===== config.mk =====
export PLATFORM = sky130hd
export DESIGN_NAME = sipo_deser
export DESIGN_NICKNAME = d
export VERILOG_FILES = /design/src/rtl/sipo_pkg.sv /design/src/rtl/sipo_outbuf.sv /design/src/rtl/sipo_deser.sv
export SDC_FILE = /design/constraint.sdc
export NUM_CORES = 1
export LEC_CHECK = 0
export ABC_AREA = 1
export CAP_MARGIN = 0
export CORE_ASPECT_RATIO = 0.8
export CORE_MARGIN = 5
export CORE_UTILIZATION = 30
export DETAILED_ROUTE_END_ITERATION = 12
export GPL_ROUTABILITY_DRIVEN = 0
export PLACE_DENSITY = 0.56
export SLEW_MARGIN = 20
export SYNTH_ARGS = -nofsm -noshare
export SYNTH_HDL_FRONTEND = slang
export SYNTH_SLANG_ARGS = --single-unit
export TNS_END_PERCENT = 1

===== constraint.sdc =====
create_clock -name clk -period 1.28 [get_ports clk]
set_clock_uncertainty 0.1 [all_clocks]
set_input_delay 0.256 -clock clk [delete_from_list [all_inputs] [get_ports clk]]
set_output_delay 0.256 -clock clk [all_outputs]
set_load 0.1 [all_outputs]

===== src/rtl/sipo_pkg.sv =====
// sipo_pkg -- shared types and helpers for the serial-to-parallel deserializer.
//   state_t  : bit-collection FSM states (PAR used only when
//              SIPO_DESER_PAR_CHK_EN is defined)
//   parity32 : XOR reduction of a zero-extended word (even-parity check)
package sipo_pkg;

    typedef enum logic [1:0] {
        IDLE  = 2'd0,
        SHIFT = 2'd1,
        PAR   = 2'd2
    } state_t;

    // Zero-extension does not change the XOR, so one 32-bit helper serves
    // every legal WIDTH.
    function automatic logic parity32(input logic [31:0] v);
        return ^v;
    endfunction

endpackage


===== src/rtl/sipo_outbuf.sv =====
// sipo_outbuf -- single-entry valid/ready holding register with overrun flag.
//   clk, rst      : clock, synchronous active-high reset
//   load          : a completed word is offered this cycle
//   load_data     : the completed word
//   load_perr     : parity-error status travelling with the word
//   dout_ready    : consumer accepts when dout_valid is also 1
//   clr_err       : clears the sticky overrun and parity_err flags
//   dout          : held word
//   dout_valid    : buffer holds an unconsumed word
//   overrun       : sticky, a completed word was dropped
//   parity_err    : parity status of the word currently in dout
module sipo_outbuf
    import sipo_pkg::*;
#(
    parameter int WIDTH = 8
) (
    input  logic             clk,
    input  logic             rst,
    input  logic             load,
    input  logic [WIDTH-1:0] load_data,
    input  logic             load_perr,
    input  logic             dout_ready,
    input  logic             clr_err,
    output logic [WIDTH-1:0] dout,
    output logic             dout_valid,
    output logic             overrun,
    output logic             parity_err
);

    logic hs;
    logic accept;
    logic drop;

    assign hs     = dout_valid & dout_ready;
    // A full buffer being drained this cycle can take the new word at once,
    // which is what lets back-to-back words stream without bubbles.
    assign accept = load & (~dout_valid | dout_ready);
    assign drop   = load & dout_valid & ~dout_ready;

    always_ff @(posedge clk) begin
        if (rst) begin
            dout       <= '0;
            dout_valid <= 1'b0;
            overrun    <= 1'b0;
            parity_err <= 1'b0;
        end else begin
            if (accept) begin
                dout       <= load_data;
                dout_valid <= 1'b1;
                parity_err <= load_perr;
            end else begin
                if (hs)
                    dout_valid <= 1'b0;
                if (hs || clr_err)
                    parity_err <= 1'b0;
            end
            // A drop in the same cycle as clr_err keeps the flag set.
            overrun <= drop | (overrun & ~clr_err);
        end
    end

endmodule


===== src/rtl/sipo_deser.sv =====
// sipo_deser -- serial-in, parallel-out deserializer with one-word output
// buffer.
//   Optional feature macro: SIPO_DESER_PAR_CHK_EN (one even-parity bit after
//   each word, checked into parity_err). Undefined: parity_err is always 0.
//   clk, rst      : clock, synchronous active-high reset
//   din, din_valid: serial bit and its strobe (gaps allowed)
//   dout          : parallel word in the output buffer
//   dout_valid    : buffer holds an unconsumed word
//   dout_ready    : consumer handshake
//   busy          : a word is partially shifted in
//   overrun       : sticky, a completed word was dropped
//   clr_err       : clears overrun / parity_err
//   parity_err    : parity mismatch on the word in dout
module sipo_deser
    import sipo_pkg::*;
#(
    parameter int WIDTH     = 8,
    parameter int MSB_FIRST = 0
) (
    input  logic             clk,
    input  logic             rst,
    input  logic             din,
    input  logic             din_valid,
    output logic [WIDTH-1:0] dout,
    output logic             dout_valid,
    input  logic             dout_ready,
    output logic             busy,
    output logic             overrun,
    input  logic             clr_err,
    output logic             parity_err
);

    localparam int CW = $clog2(WIDTH + 1);
    localparam logic [CW-1:0] LAST = CW'(WIDTH - 1);
`ifdef SIPO_DESER_PAR_CHK_EN
    localparam logic [CW-1:0] FULL = CW'(WIDTH);
`endif

    state_t           state, state_n;
    logic [CW-1:0]    cnt, cnt_n;
    logic [WIDTH-1:0] sr, sr_n, sr_shift, word;
    logic             done;
    logic             perr_in;

    // LSB-first shifts in from the top so the first bit ends in bit 0;
    // MSB-first shifts in from the bottom so it ends in bit WIDTH-1.
    generate
        if (MSB_FIRST != 0) begin : g_msb
            assign sr_shift = {sr[WIDTH-2:0], din};
        end else begin : g_lsb
            assign sr_shift = {din, sr[WIDTH-1:1]};
        end
    endgenerate

    always_ff @(posedge clk) begin
        if (rst) begin
            state <= IDLE;
            cnt   <= '0;
            sr    <= '0;
        end else begin
            state <= state_n;
            cnt   <= cnt_n;
            sr    <= sr_n;
        end
    end

    always_comb begin
        state_n = state;
        cnt_n   = cnt;
        sr_n    = sr;
        done    = 1'b0;
        word    = sr_shift;
        perr_in = 1'b0;
        if (din_valid) begin
            case (state)
                IDLE, SHIFT: begin
                    sr_n = sr_shift;
                    if (cnt == LAST) begin
`ifdef SIPO_DESER_PAR_CHK_EN
                        // Data complete; counter parks at WIDTH so busy
                        // stays high until the parity bit arrives.
                        state_n = PAR;
                        cnt_n   = FULL;
`else
                        state_n = IDLE;
                        cnt_n   = '0;
                        done    = 1'b1;
`endif
                    end else begin
                        state_n = SHIFT;
                        cnt_n   = cnt + CW'(1);
                    end
                end
`ifdef SIPO_DESER_PAR_CHK_EN
                PAR: begin
                    state_n = IDLE;
                    cnt_n   = '0;
                    done    = 1'b1;
                    word    = sr;
                    perr_in = parity32(32'(sr)) ^ din;
                end
`endif
                default: begin
                    state_n = IDLE;
                    cnt_n   = '0;
                end
            endcase
        end
    end

    assign busy = (cnt != '0);

    // Without the parity feature load_perr is constant 0, so the buffer's
    // parity register reduces to a constant 0.
    sipo_outbuf #(.WIDTH(WIDTH)) u_outbuf (
        .clk        (clk),
        .rst        (rst),
        .load       (done),
        .load_data  (word),
        .load_perr  (perr_in),
        .dout_ready (dout_ready),
        .clr_err    (clr_err),
        .dout       (dout),
        .dout_valid (dout_valid),
        .overrun    (overrun),
        .parity_err (parity_err)
    );

endmodule


After elaboration in Yosys (flattened, before gate mapping). Index checks and enable logic that the tools add are counted. Widths: inputs -> output; s select.

Reductions and logical operators: 5. Bitwise logic cells: 10. $add $sub $neg: 1. Muxes and demuxes: 9. Equal/unequal tests: 2.

Operator list (count): $mux 4 (2); $mux 1 (6); $and 1x1->1 (5); $add 4x1->4 const B (1); $eq 4x3->1 const B (1); $reduce_bool 4->1 (1); $not 1->1 (3); $eq 2x1->1 const B (1); $logic_not 2->1 (1); $mux 2 (1); $or 1x1->1 (2); $reduce_and 2->1 (1); $reduce_bool 2->1 (1); $reduce_or 2->1 (1).

Word-level logic and storage cells: 33. Bits in registers: 24.

Depth between registers and ports, before layout.
Word-level depth: 7. Gate-level depth with buffers: 7.

Modules after synthesis. From an unflattened synthesis, not the netlist that was laid out.

Cell total of the unflattened synthesis: 131. Area total of the unflattened synthesis: 937.1 µm².

Modules (own cells, without submodules): sipo_deser (cells an instance 61, times used 1, area each 469.2 µm², seq. area each 220.2 µm²); sipo_outbuf (cells an instance 70, times used 1, area each 467.9 µm², seq. area each 220.2 µm²).

Worst setup path before layout. OpenSTA, ideal clock, no wires.

Kind: reg2reg. Start: reg u_outbuf.dout_valid. End: reg u_outbuf.overrun. Data required time: 1.110 ns. Setup time: 0.070 ns. Slack: -0.519 ns. Arrival time: 1.629 ns. Buffers on the path: 1. Period minus slack after synthesis: 1.799 ns. Stages on the path, launching flop included: 5. Cell sequence: dfxtp_1 > nand2_1 > buf_2 > nand3b_1 > a21oi_1.

Cells in the longest elaborated chain, start to end: 3.

RTL lines: from (decl) (RTL line sipo_outbuf.sv:25) `output logic dout_valid,`; from (signal assigned) (RTL line sipo_outbuf.sv:43) `dout_valid <= 1'b0;`; from (signal assigned) (RTL line sipo_outbuf.sv:49) `dout_valid <= 1'b1;`; from (signal assigned) (RTL line sipo_outbuf.sv:53) `dout_valid <= 1'b0;`; $and 1x1->1 (2 in series) (RTL line sipo_outbuf.sv:38) `assign drop = load & dout_valid & ~dout_ready;`; $or 1x1->1 (RTL line sipo_outbuf.sv:58) `overrun <= drop | (overrun & ~clr_err);`; to (signal assigned) (RTL line sipo_outbuf.sv:58); to (decl) (RTL line sipo_outbuf.sv:26) `output logic overrun,`.

Every way passes these cells. A chain may end at the register's enable or synchronous reset.

Final worst setup path.
Start: reg cnt[1]. End: out busy.

Cells in the longest elaborated chain, start to end: 1.

RTL lines: from (decl) (RTL line sipo_deser.sv:40) `logic [CW-1:0] cnt, cnt_n;`; from (signal assigned) (RTL line sipo_deser.sv:62) `cnt <= cnt_n;`; $reduce_bool 4->1 (RTL line sipo_deser.sv:111) `assign busy = (cnt != '0);`; to (decl) (RTL line sipo_deser.sv:27) `output logic busy,`.

Every way passes these cells.

==> reports/summary.txt <==
dpl hpwl: 1.48 mm
Pins Over Slew Limit: 0
max_cap viols: 0
number of routed nets with antenna violations: 0
Inst Count DP: 190
WP data required: 0.92 ns
register area share after synthesis: 0.441
cells along the critical path: inv_2 > ha_4 > nand3_4 > buf_12
initial drt markers: 23
TritonCTS Buffers: 3
Crit Path Class: register to primary output
CP max-delay cell: dfxtp_2
final WL: 2.00 mm
Core ar.: 3060 um^2
element type at the critical path start: register
IO Port Bufs: 16
Tot Pwr: 1.30 mW
drt drc: 0
status: complete, but fails checks
Mapped Area: 953 um^2
die height: 60.4 um
setup ws final: -0.120 ns
Fin. Hold Viols: 0
CTS tree: yes
initial antenna violation count: 0
Synth Instances: 134
fin cells: 197
VDD IR max: 0.673 mV
number of H-tree levels: 1
Synth top area share: 0.441
largest net degree at the start of global routing: 19
first-pass GRT wire length: 3.50 mm
hold_ws: 0.365 ns
Seq cells post-synth: 21
area grow syn2layout: 46.2%
First-pass DRT Iterations: 4
Sink Count: 21
via count: 824
total die area: 4410 um^2
Max clock buf depth: 2
Avg WL per Cell: 10.1 um
vias per cell: 4.18
row count: 18
Tmin final: 1.40 ns
Die Wd: 73.0 um
RSZ-0062 raised after global routing: true
gr usage total: 0.104
Mapped Avg Cell Area: 7.12 um^2
pre-CTS setup slack: -0.268 ns
main area contributors after synthesis: dfxtp_1, inv_1, nand2_1, a21oi_1, nand3_1
clock slew at reported path FFs: 0.07 ns
Initial Util: 0.311
violated checks: negative setup slack
pwr/cell area: 935 nW/um^2
vias in the first global route: 826
Mapped Nets: 142
fraction of layout cells with a size suffix above 1: 0.255
nature of the critical path endpoint: primary output
total grt overflow: 0
fmax: 714 MHz
crit-path max FO: 2
cts hold-fix bufs: 0
Boundary Pins: 18
CP peak stage delay: 0.34 ns
Placement Cell Area: 1290 um^2
Synth area leader: dfxtp_1
diode count: 0
# setup viols final: 3
yosys warns: 0
Post-Layout Inst Area: 1390 um^2
clock root buffer: clkbuf_8
Fill cells: 308
Final Net Count: 166
Hold/Removal Path Class: register to register
CP arrival: 1.04 ns
Cell variety after synth: 18
Leakage Power: 0.597 nW
period utilisation layout: 1.09
worst-skew pair later-pin latency: 0.26 ns
fin util: 0.455
total negative setup slack: -0.126 ns
[placed cells by master (no fill, tap or decap)]
master / count
conb_1: 1
nand3_4: 2
nor2_4: 2
clkdlybuf4s50_1: 5
nor3_1: 1
nand3_1: 9
dfxtp_1: 17
nand2_4: 1
dfxtp_2: 3
buf_4: 8
o21ai_0: 8
clkbuf_1: 1
ha_4: 2
nand2_1: 24
dfxtp_4: 1
a21oi_1: 12
o21ai_1: 1
clkbuf_8: 3
nor2_1: 11
inv_2: 7
inv_1: 26
nand3b_1: 1
buf_12: 11
[synthesized netlist by cell type (all sizes together)]
| library cell | number |
|---|---|
| nand2 | 25 |
| ha | 2 |
| nor3 | 1 |
| a21oi | 12 |
| nand3b | 1 |
| nor2 | 13 |
| buf | 5 |
| nand3 | 11 |
| o21ai | 9 |
| dfxtp | 21 |
| conb | 1 |
| inv | 33 |
[sequential cells by signal (all words and copies together), names as in the netlist]
name                 count
cnt                      4
sr                       7
u_outbuf.dout            8
u_outbuf.dout_valid      1
u_outbuf.overrun         1
[power by group]
| part | switching, mW | total, mW | internal (mW) |
|---|---|---|---|
| Combinational | 0.114 | 0.188 | 0.0741 |
| Sequential | 0.0103 | 0.682 | 0.672 |
| Clock | 0.212 | 0.434 | 0.222 |
| Total | 0.336 | 1.30 | 0.968 |
[worst max-delay path, delay by kind of cell (launching register included)]
kind	cells	cell delay, ns
fa+ha+maj	1	0.16
buf+inv	2	0.22
simple gates	1	0.06
flops	1	0.34
[routing by layer]
metal,GRT usage,part of all wire,up-vias
li1,-,-,448
met1,0.122,0.45,352
met2,0.173,0.47,20
met3,0.0397,0.060,4
met4,0.0395,0.014,0
met5,0,0,-
[worst paths after layout]
check             slack [ns]                to  depth (start not counted)   start
setup / recovery       -0.12              busy                          4  cnt[1]
hold / removal          0.37             sr[2]                          2   sr[3]
setup reg to reg           0  u_outbuf.dout[6]                          7  cnt[1]
hold reg to reg         0.37             sr[2]                          2   sr[3]
[area by class of cell]
class                           count  area [um^2]  area share
Clock buffer                        4         45.0      0.0323
Multi-Input combinational cell     75          417       0.299
Sequential cell                    21          428       0.307
Inverter                           33          124      0.0889
Tap cell                           40         50.0      0.0359
Timing Repair Buffer               24          330       0.237
[timing repair]
action,in CTS,in global routing
setup endpoints to repair,10,11
pin swaps,3,0
setup buffers,2,1
hold endpoints to repair,0,0
resized for setup,9,0
[cell families (layout without fill, tap and decap cells)]
logic type | count (synthesis) | count (layout) | share of synthesized area
AOI/OAI and AO/OA | 21 | 21 | 0.110
DFF | 21 | 21 | 0.441
and+or+nand+nor | 51 | 51 | 0.257
buffers and inverters | 38 | 61 | 0.161
adders and majority gates | 2 | 2 | 0.0262
other | 1 | 1 | 0.00393
(Power assumes the default switching activity.)
